$ cat config.mk
export PLATFORM = sky130hd
export DESIGN_NAME = manch_rx_ctrl
export DESIGN_NICKNAME = d
export VERILOG_FILES = /design/src/rtl/manch_rx_ctrl.sv
export SDC_FILE = /design/constraint.sdc
export NUM_CORES = 1
export LEC_CHECK = 0
export CORE_MARGIN = 4
export CORE_UTILIZATION = 55
export CTS_BUF_LIST = sky130_fd_sc_hd__clkbuf_4 sky130_fd_sc_hd__clkbuf_8
export CTS_CLUSTER_DIAMETER = 100
export DETAILED_ROUTE_END_ITERATION = 8
export GPL_TIMING_DRIVEN = 1
export HOLD_SLACK_MARGIN = 0.03
export PLACE_DENSITY = 0.75
export SLEW_MARGIN = 20
export SYNTH_ARGS = -nofsm -noshare
export SYNTH_HDL_FRONTEND = slang
export SYNTH_SLANG_ARGS = --single-unit
$ cat constraint.sdc
create_clock -name i_clk -period 3.75 [get_ports i_clk]
set_clock_uncertainty 0.2 [all_clocks]
set_input_delay 0.5625 -clock i_clk [delete_from_list [all_inputs] [get_ports i_clk]]
set_output_delay 0.5625 -clock i_clk [all_outputs]
set_load 0.02 [all_outputs]
$ cat src/rtl/manch_rx_ctrl.sv
// Receive-side frame controller for the Manchester link: preamble lock, sync word,
// length, payload and XOR checksum, with a bit-activity watchdog.
module manch_rx_ctrl #(
  parameter int          CLK_FREQ      = 18_750_000,
  parameter int          BIT_RATE      = 115200,
  parameter int          PREAMBLE_BITS = 8,
  parameter logic [7:0]  SYNC_WORD     = 8'hD5,
  parameter int          SYNC_WINDOW   = 32,
  parameter int          MAX_LEN       = 64,
  parameter int          TIMEOUT_BITS  = 4
) (
  input  logic       i_clk,
  input  logic       i_rst,
  input  logic       i_en,
  input  logic       i_bit_dat,
  input  logic       i_bit_vld,
  output logic       o_dec_en,
  output logic [7:0] o_rx_byte,
  output logic       o_rx_byte_vld,
  output logic [7:0] o_rx_len,
  output logic       o_frame_start,
  output logic       o_frame_done,
  output logic       o_frame_err,
  output logic [1:0] o_err_code,
  output logic       o_busy
);

  localparam int TO_CYC = TIMEOUT_BITS * (CLK_FREQ / BIT_RATE);
  localparam int WD_W   = $clog2(TO_CYC + 1);
  localparam int CW     = ($clog2(SYNC_WINDOW + 1) > 3) ? $clog2(SYNC_WINDOW + 1) : 3;
  localparam int AW     = $clog2(PREAMBLE_BITS + 1);

  localparam logic [2:0] S_IDLE = 3'd0;
  localparam logic [2:0] S_HUNT = 3'd1;
  localparam logic [2:0] S_SYNC = 3'd2;
  localparam logic [2:0] S_LEN  = 3'd3;
  localparam logic [2:0] S_DATA = 3'd4;
  localparam logic [2:0] S_CHK  = 3'd5;

  localparam logic [1:0] ERR_CHK = 2'b01;
  localparam logic [1:0] ERR_LEN = 2'b10;
  localparam logic [1:0] ERR_TO  = 2'b11;

  logic [2:0]      r_state;
  logic [6:0]      r_shreg;
  logic [CW-1:0]   r_bit_cnt;
  logic [AW-1:0]   r_alt_cnt;
  logic [7:0]      r_byte_cnt;
  logic [7:0]      r_chk;
  logic [WD_W-1:0] r_wd_cnt;
  logic [7:0]      r_rx_byte;
  logic            r_rx_byte_vld;
  logic [7:0]      r_rx_len;
  logic            r_frame_start;
  logic            r_frame_done;
  logic            r_frame_err;
  logic [1:0]      r_err_code;

  // Byte as it will look once the incoming bit is shifted in; fields are judged on this.
  logic [7:0]    w_byte;
  logic [AW-1:0] w_alt_next;
  logic [CW-1:0] w_bit_inc;
  logic          w_field_done;
  logic          w_len_ok;
  logic          w_wd_exp;
  logic [7:0]    w_byte_cnt_inc;

  assign w_byte         = {r_shreg, i_bit_dat};
  assign w_alt_next     = (r_alt_cnt != '0 && i_bit_dat == r_shreg[0]) ? AW'(1) : r_alt_cnt + AW'(1);
  assign w_bit_inc      = r_bit_cnt + CW'(1);
  assign w_field_done   = (r_bit_cnt == CW'(7));
  assign w_len_ok       = (w_byte != 8'd0) && (w_byte <= 8'(MAX_LEN));
  assign w_wd_exp       = (r_wd_cnt == WD_W'(TO_CYC - 1));
  assign w_byte_cnt_inc = r_byte_cnt + 8'd1;

  assign o_dec_en      = (r_state != S_IDLE);
  assign o_busy        = (r_state == S_LEN) || (r_state == S_DATA) || (r_state == S_CHK);
  assign o_rx_byte     = r_rx_byte;
  assign o_rx_byte_vld = r_rx_byte_vld;
  assign o_rx_len      = r_rx_len;
  assign o_frame_start = r_frame_start;
  assign o_frame_done  = r_frame_done;
  assign o_frame_err   = r_frame_err;
  assign o_err_code    = r_err_code;

  always_ff @(posedge i_clk) begin
    if (i_rst) begin
      r_state       <= S_IDLE;
      r_shreg       <= '0;
      r_bit_cnt     <= '0;
      r_alt_cnt     <= '0;
      r_byte_cnt    <= '0;
      r_chk         <= '0;
      r_wd_cnt      <= '0;
      r_rx_byte     <= '0;
      r_rx_byte_vld <= 1'b0;
      r_rx_len      <= '0;
      r_frame_start <= 1'b0;
      r_frame_done  <= 1'b0;
      r_frame_err   <= 1'b0;
      r_err_code    <= '0;
    end else begin
      r_rx_byte_vld <= 1'b0;
      r_frame_start <= 1'b0;
      r_frame_done  <= 1'b0;
      r_frame_err   <= 1'b0;
      if (!i_en || r_state == S_IDLE) begin
        // Dropping en abandons any partial field; no error is reported.
        r_state   <= i_en ? S_HUNT : S_IDLE;
        r_bit_cnt <= '0;
        r_alt_cnt <= '0;
        r_wd_cnt  <= '0;
      end else if (i_bit_vld) begin
        r_shreg  <= w_byte[6:0];
        r_wd_cnt <= '0;
        case (r_state)
          S_HUNT: begin
            if (w_alt_next == AW'(PREAMBLE_BITS)) begin
              r_state   <= S_SYNC;
              r_alt_cnt <= '0;
              r_bit_cnt <= '0;
            end else begin
              r_alt_cnt <= w_alt_next;
            end
          end
          S_SYNC: begin
            if (w_bit_inc >= CW'(8) && w_byte == SYNC_WORD) begin
              r_frame_start <= 1'b1;
              r_state       <= S_LEN;
              r_bit_cnt     <= '0;
            end else if (w_bit_inc == CW'(SYNC_WINDOW)) begin
              r_state   <= S_HUNT;
              r_bit_cnt <= '0;
              r_alt_cnt <= '0;
            end else begin
              r_bit_cnt <= w_bit_inc;
            end
          end
          S_LEN: begin
            if (w_field_done) begin
              r_bit_cnt <= '0;
              if (w_len_ok) begin
                r_rx_len   <= w_byte;
                r_chk      <= w_byte;
                r_byte_cnt <= '0;
                r_state    <= S_DATA;
              end else begin
                r_frame_err <= 1'b1;
                r_err_code  <= ERR_LEN;
                r_state     <= S_HUNT;
                r_alt_cnt   <= '0;
              end
            end else begin
              r_bit_cnt <= w_bit_inc;
            end
          end
          S_DATA: begin
            if (w_field_done) begin
              r_bit_cnt     <= '0;
              r_rx_byte     <= w_byte;
              r_rx_byte_vld <= 1'b1;
              r_chk         <= r_chk ^ w_byte;
              r_byte_cnt    <= w_byte_cnt_inc;
              if (w_byte_cnt_inc == r_rx_len) r_state <= S_CHK;
            end else begin
              r_bit_cnt <= w_bit_inc;
            end
          end
          S_CHK: begin
            if (w_field_done) begin
              r_bit_cnt <= '0;
              r_alt_cnt <= '0;
              r_state   <= S_HUNT;
              if (w_byte == r_chk) begin
                r_frame_done <= 1'b1;
              end else begin
                r_frame_err <= 1'b1;
                r_err_code  <= ERR_CHK;
              end
            end else begin
              r_bit_cnt <= w_bit_inc;
            end
          end
          default: r_state <= S_IDLE;
        endcase
      end else if (r_state == S_HUNT) begin
        r_wd_cnt <= '0;
      end else if (w_wd_exp) begin
        // Stalled line: a lost sync is dropped quietly, a stalled frame is reported.
        r_wd_cnt  <= '0;
        r_state   <= S_HUNT;
        r_bit_cnt <= '0;
        r_alt_cnt <= '0;
        if (r_state != S_SYNC) begin
          r_frame_err <= 1'b1;
          r_err_code  <= ERR_TO;
        end
      end else begin
        r_wd_cnt <= r_wd_cnt + WD_W'(1);
      end
    end
  end

endmodule

* After elaboration in Yosys (flattened, before gate mapping)
Cells that the tools add are included.
** Operators by class
- $add $sub $neg :: 4
- Magnitude comparators :: 2
- Eq/ne operators :: 35
- Mux-type cells :: 62
- Bitwise operators :: 7
- Reduce and logical (&&, ||, !) cells :: 29
** Operators with widths (number)
- 8-bit two-way mux :: 6
- 6-bit two-way mux :: 7
- 4-bit two-way mux :: 10
- 3-bit two-way mux :: 12
- 8-bit one-hot mux with 2 select lines :: 2
- 3-bit != test, second input constant :: 8
- 6-bit one-hot mux with 3 select lines :: 1
- 8-bit == test :: 2
- 2-bit two-way mux :: 8
- 4-bit one-hot mux with 4 select lines :: 1
- 8-bit AND reduction :: 2
- 3-bit one-hot mux with 5 select lines :: 1
- 1-bit two-way mux :: 12
- 4-bit by 3-bit != test with 1-bit output, second input constant :: 3
- 10-bit by 1-bit adder with 10-bit output, second input constant :: 1
- 10-bit == test, second input constant :: 1
- 2-bit != test, second input constant :: 5
- 5-bit OR reduction :: 2
- 9-bit AND reduction :: 1
- 8-bit by 1-bit adder with 8-bit output, second input constant :: 1
- 8-bit == test, second input constant :: 1
- 8-bit by 7-bit <= comparator with 1-bit output, second input constant :: 1
- 4-bit by 2-bit != test with 1-bit output, second input constant :: 2
- 4-bit AND reduction :: 2
- other kinds (32) :: 47
** Storage, ports and cells
- Register bits :: 68
- Input port bits :: 5
- Output and inout bits :: 24

* Logic depth before layout (Yosys ltp)
- Depth after elaboration :: 8
- Gate-level depth with buffers :: 10
- Gate-level depth less buffers :: 8

* Worst setup path after synthesis
No wires, ideal clock.
- Path type :: input-to-reg
- Start point :: in i_bit_dat
- End point :: reg r_chk[6]
- Arrival :: 2.181 ns
- Required time :: 3.418 ns
- Slack :: 1.237 ns
- Stages on the path :: 10
- Buffers on the path :: 2
- Path through :: clkbuf_1 -> inv_1 -> ha_1 -> inv_1 -> nor3_2 -> o41a_1 -> or2_2 -> buf_2 -> o21ai_0 -> a21oi_1
** On the way
- Cells in the longest elaborated chain, start to end :: 4
** Ends and longest elaborated chain
- start: declaration :: line 15 : input logic i_bit_dat,
- 8-bit by 7-bit <= comparator with 1-bit output or 8-bit nonzero test (tied branches) :: line 72 : assign w_len_ok = (w_byte != 8'd0) && (w_byte <= 8'(MAX_LEN));
- 1-bit logical AND * :: line 72
- 2-bit != test (no line) *
- 6-bit AND reduction (no line) *
- end signal: assignment :: line 144 : r_chk <= w_byte;
- end signal: assignment :: line 162 : r_chk <= r_chk ^ w_byte;
- end: declaration :: line 49 : logic [7:0] r_chk;
Every way passes the cells marked *; elsewhere a longest branch is shown, timed or not.
A chain may end at the register's enable or synchronous reset.

* Worst setup path in the final report
- Start point :: reg r_state[1]
- End point :: out o_busy
** On the way
- Cells in the longest elaborated chain, start to end :: 3
** Ends and longest elaborated chain
- start: declaration :: line 44 : logic [2:0] r_state;
- start signal: assignment :: line 109 : r_state <= i_en ? S_HUNT : S_IDLE;
- 3-bit by 2-bit == test with 1-bit output or 3-bit == test (tied branches) :: line 77 : assign o_busy = (r_state == S_LEN) || (r_state == S_DATA) || (r_state == S_CHK);
- 1-bit logical OR :: line 77
- 1-bit logical OR * :: line 77
- end: declaration :: line 25 : output logic o_busy
Marks and branches as above.

==> load_flow_metrics.sql <==
INSERT INTO impl_metrics (metric_group, metric, value, unit) VALUES
('run_status', 'outcome', 'finished clean', ''),
('clock_network', 'clock_sink_count', '68', ''),
('route', 'wire_per_inst', '15.1', 'um'),
('route', 'route.detailed.vias_per_inst', '5.98', ''),
('synthesis', 'synth.yosys.warnings', '0', ''),
('route', 'drtPass1Iterations', '5', ''),
('synthesis', 'ys_top_cells_by_count', '68 x sky130_fd_sc_hd__dfxtp_1, 66 x sky130_fd_sc_hd__nand2_1, 50 x sky130_fd_sc_hd__a21oi_1, 44 x sky130_fd_sc_hd__nor2_1, 28 x sky130_fd_sc_hd__o21ai_0', ''),
('synthesis', 'postSynth.topFlopCell', 'sky130_fd_sc_hd__dfxtp_1', ''),
('global_routing', 'wire_length_of_the_first_global_routing_pass', '15.8', 'mm'),
('power', 'power_frac_clock', '0.433', ''),
('worst_setup_path', 'timing.critical_path.required', '2.99', 'ns'),
('clock_network', 'post_cts_resize_count', '0', ''),
('worst_setup_path', 'worstSetupEndpointType', 'output pin', ''),
('power', 'power.combinational.fraction', '0.057', ''),
('sta', 'hold_viol_final', '0', ''),
('placement', 'place_area', '4230', 'um2'),
('layout', 'post_route_cells_drive_above_1_share', '0.0771', ''),
('clock_network', 'holdBufCountCts', '0', ''),
('sta', 'final_max_slew_viol_count', '0', ''),
('worst_setup_path', 'largest_incremental_delay_on_the_critical_path', '0.66', 'ns'),
('sta', 'max_freq', '352', 'MHz'),
('placement', 'dpl.hpwl', '6.74', 'mm'),
('sta', 'worst_margin_slew', '0.619', 'ns'),
('global_routing', 'antenna_violations_before_repair', '0', ''),
('synthesis', 'synthDominantAreaCellType', 'sky130_fd_sc_hd__dfxtp_1', ''),
('worst_setup_path', 'critical_path_buf_inv_count', '1', ''),
('synthesis', 'asyncSetResetFlopFracSynth', '0', ''),
('power', 'leak_pwr', '1.51', 'nW'),
('layout', 'flow.area_growth_from_synthesis', '11.7', '%'),
('synthesis', 'synth.ff_latch_count', '68', ''),
('global_routing', 'gr-usage-all-layers', '0.227', ''),
('sta', 'layout_min_cycle_time', '2.84', 'ns'),
('sta', 'grt_setup_unrepaired', 'no', ''),
('clock_network', 'cts_buffer_depth', '2', ''),
('sta', 'fin_setup_tns', '0', 'ns'),
('synthesis', 'postSynthNetCount', '525', ''),
('floorplanning', 'num_rows', '30', ''),
('route', 'drt-total-wl', '9.50', 'mm'),
('synthesis', 'area_fraction_of_the_dominant_cell_type_after_synthesis', '0.343', ''),
('worst_setup_path', 'crit_path_cell_trace', 'nand3b_1 -> nand2_1 -> clkdlybuf4s50_1', ''),
('layout', 'layout.area.seq', '1360', 'um2'),
('layout', 'multiInputGateArea', '2350', 'um2'),
('synthesis', 'ys_top_cells_by_area', 'sky130_fd_sc_hd__dfxtp_1 34%, sky130_fd_sc_hd__a21oi_1 6.3%, sky130_fd_sc_hd__nand2_1 6.2%', ''),
('sta', 'period_share', '0.758', ''),
('worst_setup_path', 'arrival_time_at_the_worst_endpoint', '2.08', 'ns'),
('power', 'power_per_cell_area', '321', 'nW/um2'),
('worst_setup_path', 'critical_path.startpoint_type', 'flip-flop', ''),
('layout', 'area_of_all_placed_cells_without_fillers', '4430', 'um2'),
('floorplanning', 'floorplan.die_area', '8640', 'um2'),
('clock_network', 'cts-root-buf', 'sky130_fd_sc_hd__clkbuf_8', ''),
('worst_setup_path', 'max_fanout_on_critical_path', '13', ''),
('power', 'power_report.internal_total', '1.06', 'mW'),
('floorplanning', 'die_x', '92.9', 'um'),
('route', 'number_of_drc_violations_after_detailed_routing', '0', ''),
('synthesis', 'yosys.cell_count.top_type', 'sky130_fd_sc_hd__dfxtp_1', ''),
('clock_network', 'cts_buffers', '9', ''),
('worst_setup_path', 'worst-r2r-setup-slack', '0.98', 'ns'),
('worst_setup_path', 'critPathTopFamily', 'buffers and inverters', ''),
('layout', 'antennaDiodeCount', '0', ''),
('layout', 'finish.net_count', '541', ''),
('floorplanning', 'floorplan.core_area', '6910', 'um2'),
('power', 'largest_voltage_drop_on_the_vdd_net', '0.242', 'mV'),
('clock_network', 'insertion_delay', '0.35', 'ns'),
('route', 'violation_count_after_the_first_detailed_route_iteration', '355', ''),
('floorplanning', 'die_y', '92.9', 'um'),
('worst_setup_path', 'crit_slowest_cell', 'sky130_fd_sc_hd__clkdlybuf4s50_1', ''),
('floorplanning', 'initial_core_utilization', '0.575', ''),
('layout', 'num-fill-cells', '632', ''),
('route', 'routed-via-count', '3753', ''),
('clock_network', 'cts.clk_slew.worst_paths', '0.09', 'ns'),
('power', 'power.sequential.fraction', '0.510', '');
-- layout make-up --
cell class	instances	area share
inverters	15	0.0127
clock inverters	7	0.0169
well taps	96	0.0271
flip-flops and latches	68	0.307
clock buffers	9	0.0279
repair buffers	37	0.0785
multi-input cells	396	0.530
-- cell usage in the layout (no fill, tap or decap), types with 6 or more instances in the layout --
cell and instances:
sky130_fd_sc_hd__nor3_1 21, sky130_fd_sc_hd__o21ai_0 28, sky130_fd_sc_hd__nor2_1 44, sky130_fd_sc_hd__nand2_1 66, sky130_fd_sc_hd__inv_1 15, sky130_fd_sc_hd__dfxtp_1 68, sky130_fd_sc_hd__xnor2_1 13, sky130_fd_sc_hd__clkdlybuf4s50_1 28
sky130_fd_sc_hd__and3_1 6, sky130_fd_sc_hd__or2_2 7, sky130_fd_sc_hd__a311oi_1 7, sky130_fd_sc_hd__xor2_1 17, sky130_fd_sc_hd__nand4_1 7, sky130_fd_sc_hd__a21oi_1 50, sky130_fd_sc_hd__and2_1 14, sky130_fd_sc_hd__nand3_1 21
sky130_fd_sc_hd__buf_4 9, sky130_fd_sc_hd__clkbuf_8 9, sky130_fd_sc_hd__ha_1 9, sky130_fd_sc_hd__nand2b_1 9
-- through the flow --
step	power (mW)	setup WS (ns)	hold WS (ns)	instances
finish	1.42	0.906	0.259	628
global route	1.48	0.760	0.286	628
CTS	1.43	0.939	0.262	628
detailed placement	0.823	0.636	0.250	612
global placement	0.823	0.754	0.244	612
floorplan	0.799	1.24	0.241	511
-- cells by family after synthesis --
logic type                 Yosys count  synth area share
DFF                                 68             0.343
xor gates and xnor gates            30            0.0662
muxes                                3           0.00757
buffers and inverters               47            0.0653
and+or+nand+nor                    226             0.289
AOI/OAI and AO/OA                  128             0.201
adders and majority gates            9            0.0284
-- worst paths after layout --
path | endpoint | cells after the start | from
max reg2reg | r_state[1] | 7 | r_byte_cnt[0]
min reg2reg | o_rx_byte[1] | 2 | o_rx_byte[1]
min | o_rx_byte[1] | 2 | o_rx_byte[1]
max | o_busy | 3 | r_state[1]
-- sequential cells by signal, indices dropped and copies added, names as in the netlist --
| register | cells |
|---|---|
| r_wd_cnt | 10 |
| o_rx_byte | 8 |
| o_rx_len | 8 |
| r_byte_cnt | 8 |
| r_chk | 8 |
| r_shreg | 7 |
| r_bit_cnt | 6 |
| r_alt_cnt | 4 |
| r_state | 3 |
| o_err_code | 2 |
| o_frame_done | 1 |
| o_frame_err | 1 |
| o_frame_start | 1 |
| o_rx_byte_vld | 1 |
-- worst reg2reg max path: cells and delay by family (launching register included) --
kind | cells | cell delay (ns)
and+or+nand+nor | 3 | 0.73
muxes | 1 | 0.21
AOI/OAI and AO/OA | 2 | 0.81
DFF | 1 | 0.45
adders and majority gates | 1 | 0.31
-- routing by layer --
layer | vias to the layer above | part of all wire | wire length (um) | GRT usage
met5 | - | 0 | 0 | 0
met4 | 0 | 0.018 | 172 | 0.0818
met3 | 16 | 0.046 | 434 | 0.0292
met2 | 111 | 0.45 | 4300 | 0.339
met1 | 1783 | 0.48 | 4600 | 0.332
li1 | 1843 | - | - | -
-- power groups by stage --
stage          combinational [mW]  sequential [mW]  clock (mW)
2_1_floorplan              0.0557            0.744           0
3_3_place_gp               0.0795            0.743           0
3_5_place_dp               0.0798            0.743           0
4_1_cts                    0.0803            0.726       0.627
5_1_grt                    0.0885            0.727       0.661
6_report                   0.0813            0.726       0.617
No activity file was read; power rests on OpenSTA's default activity.
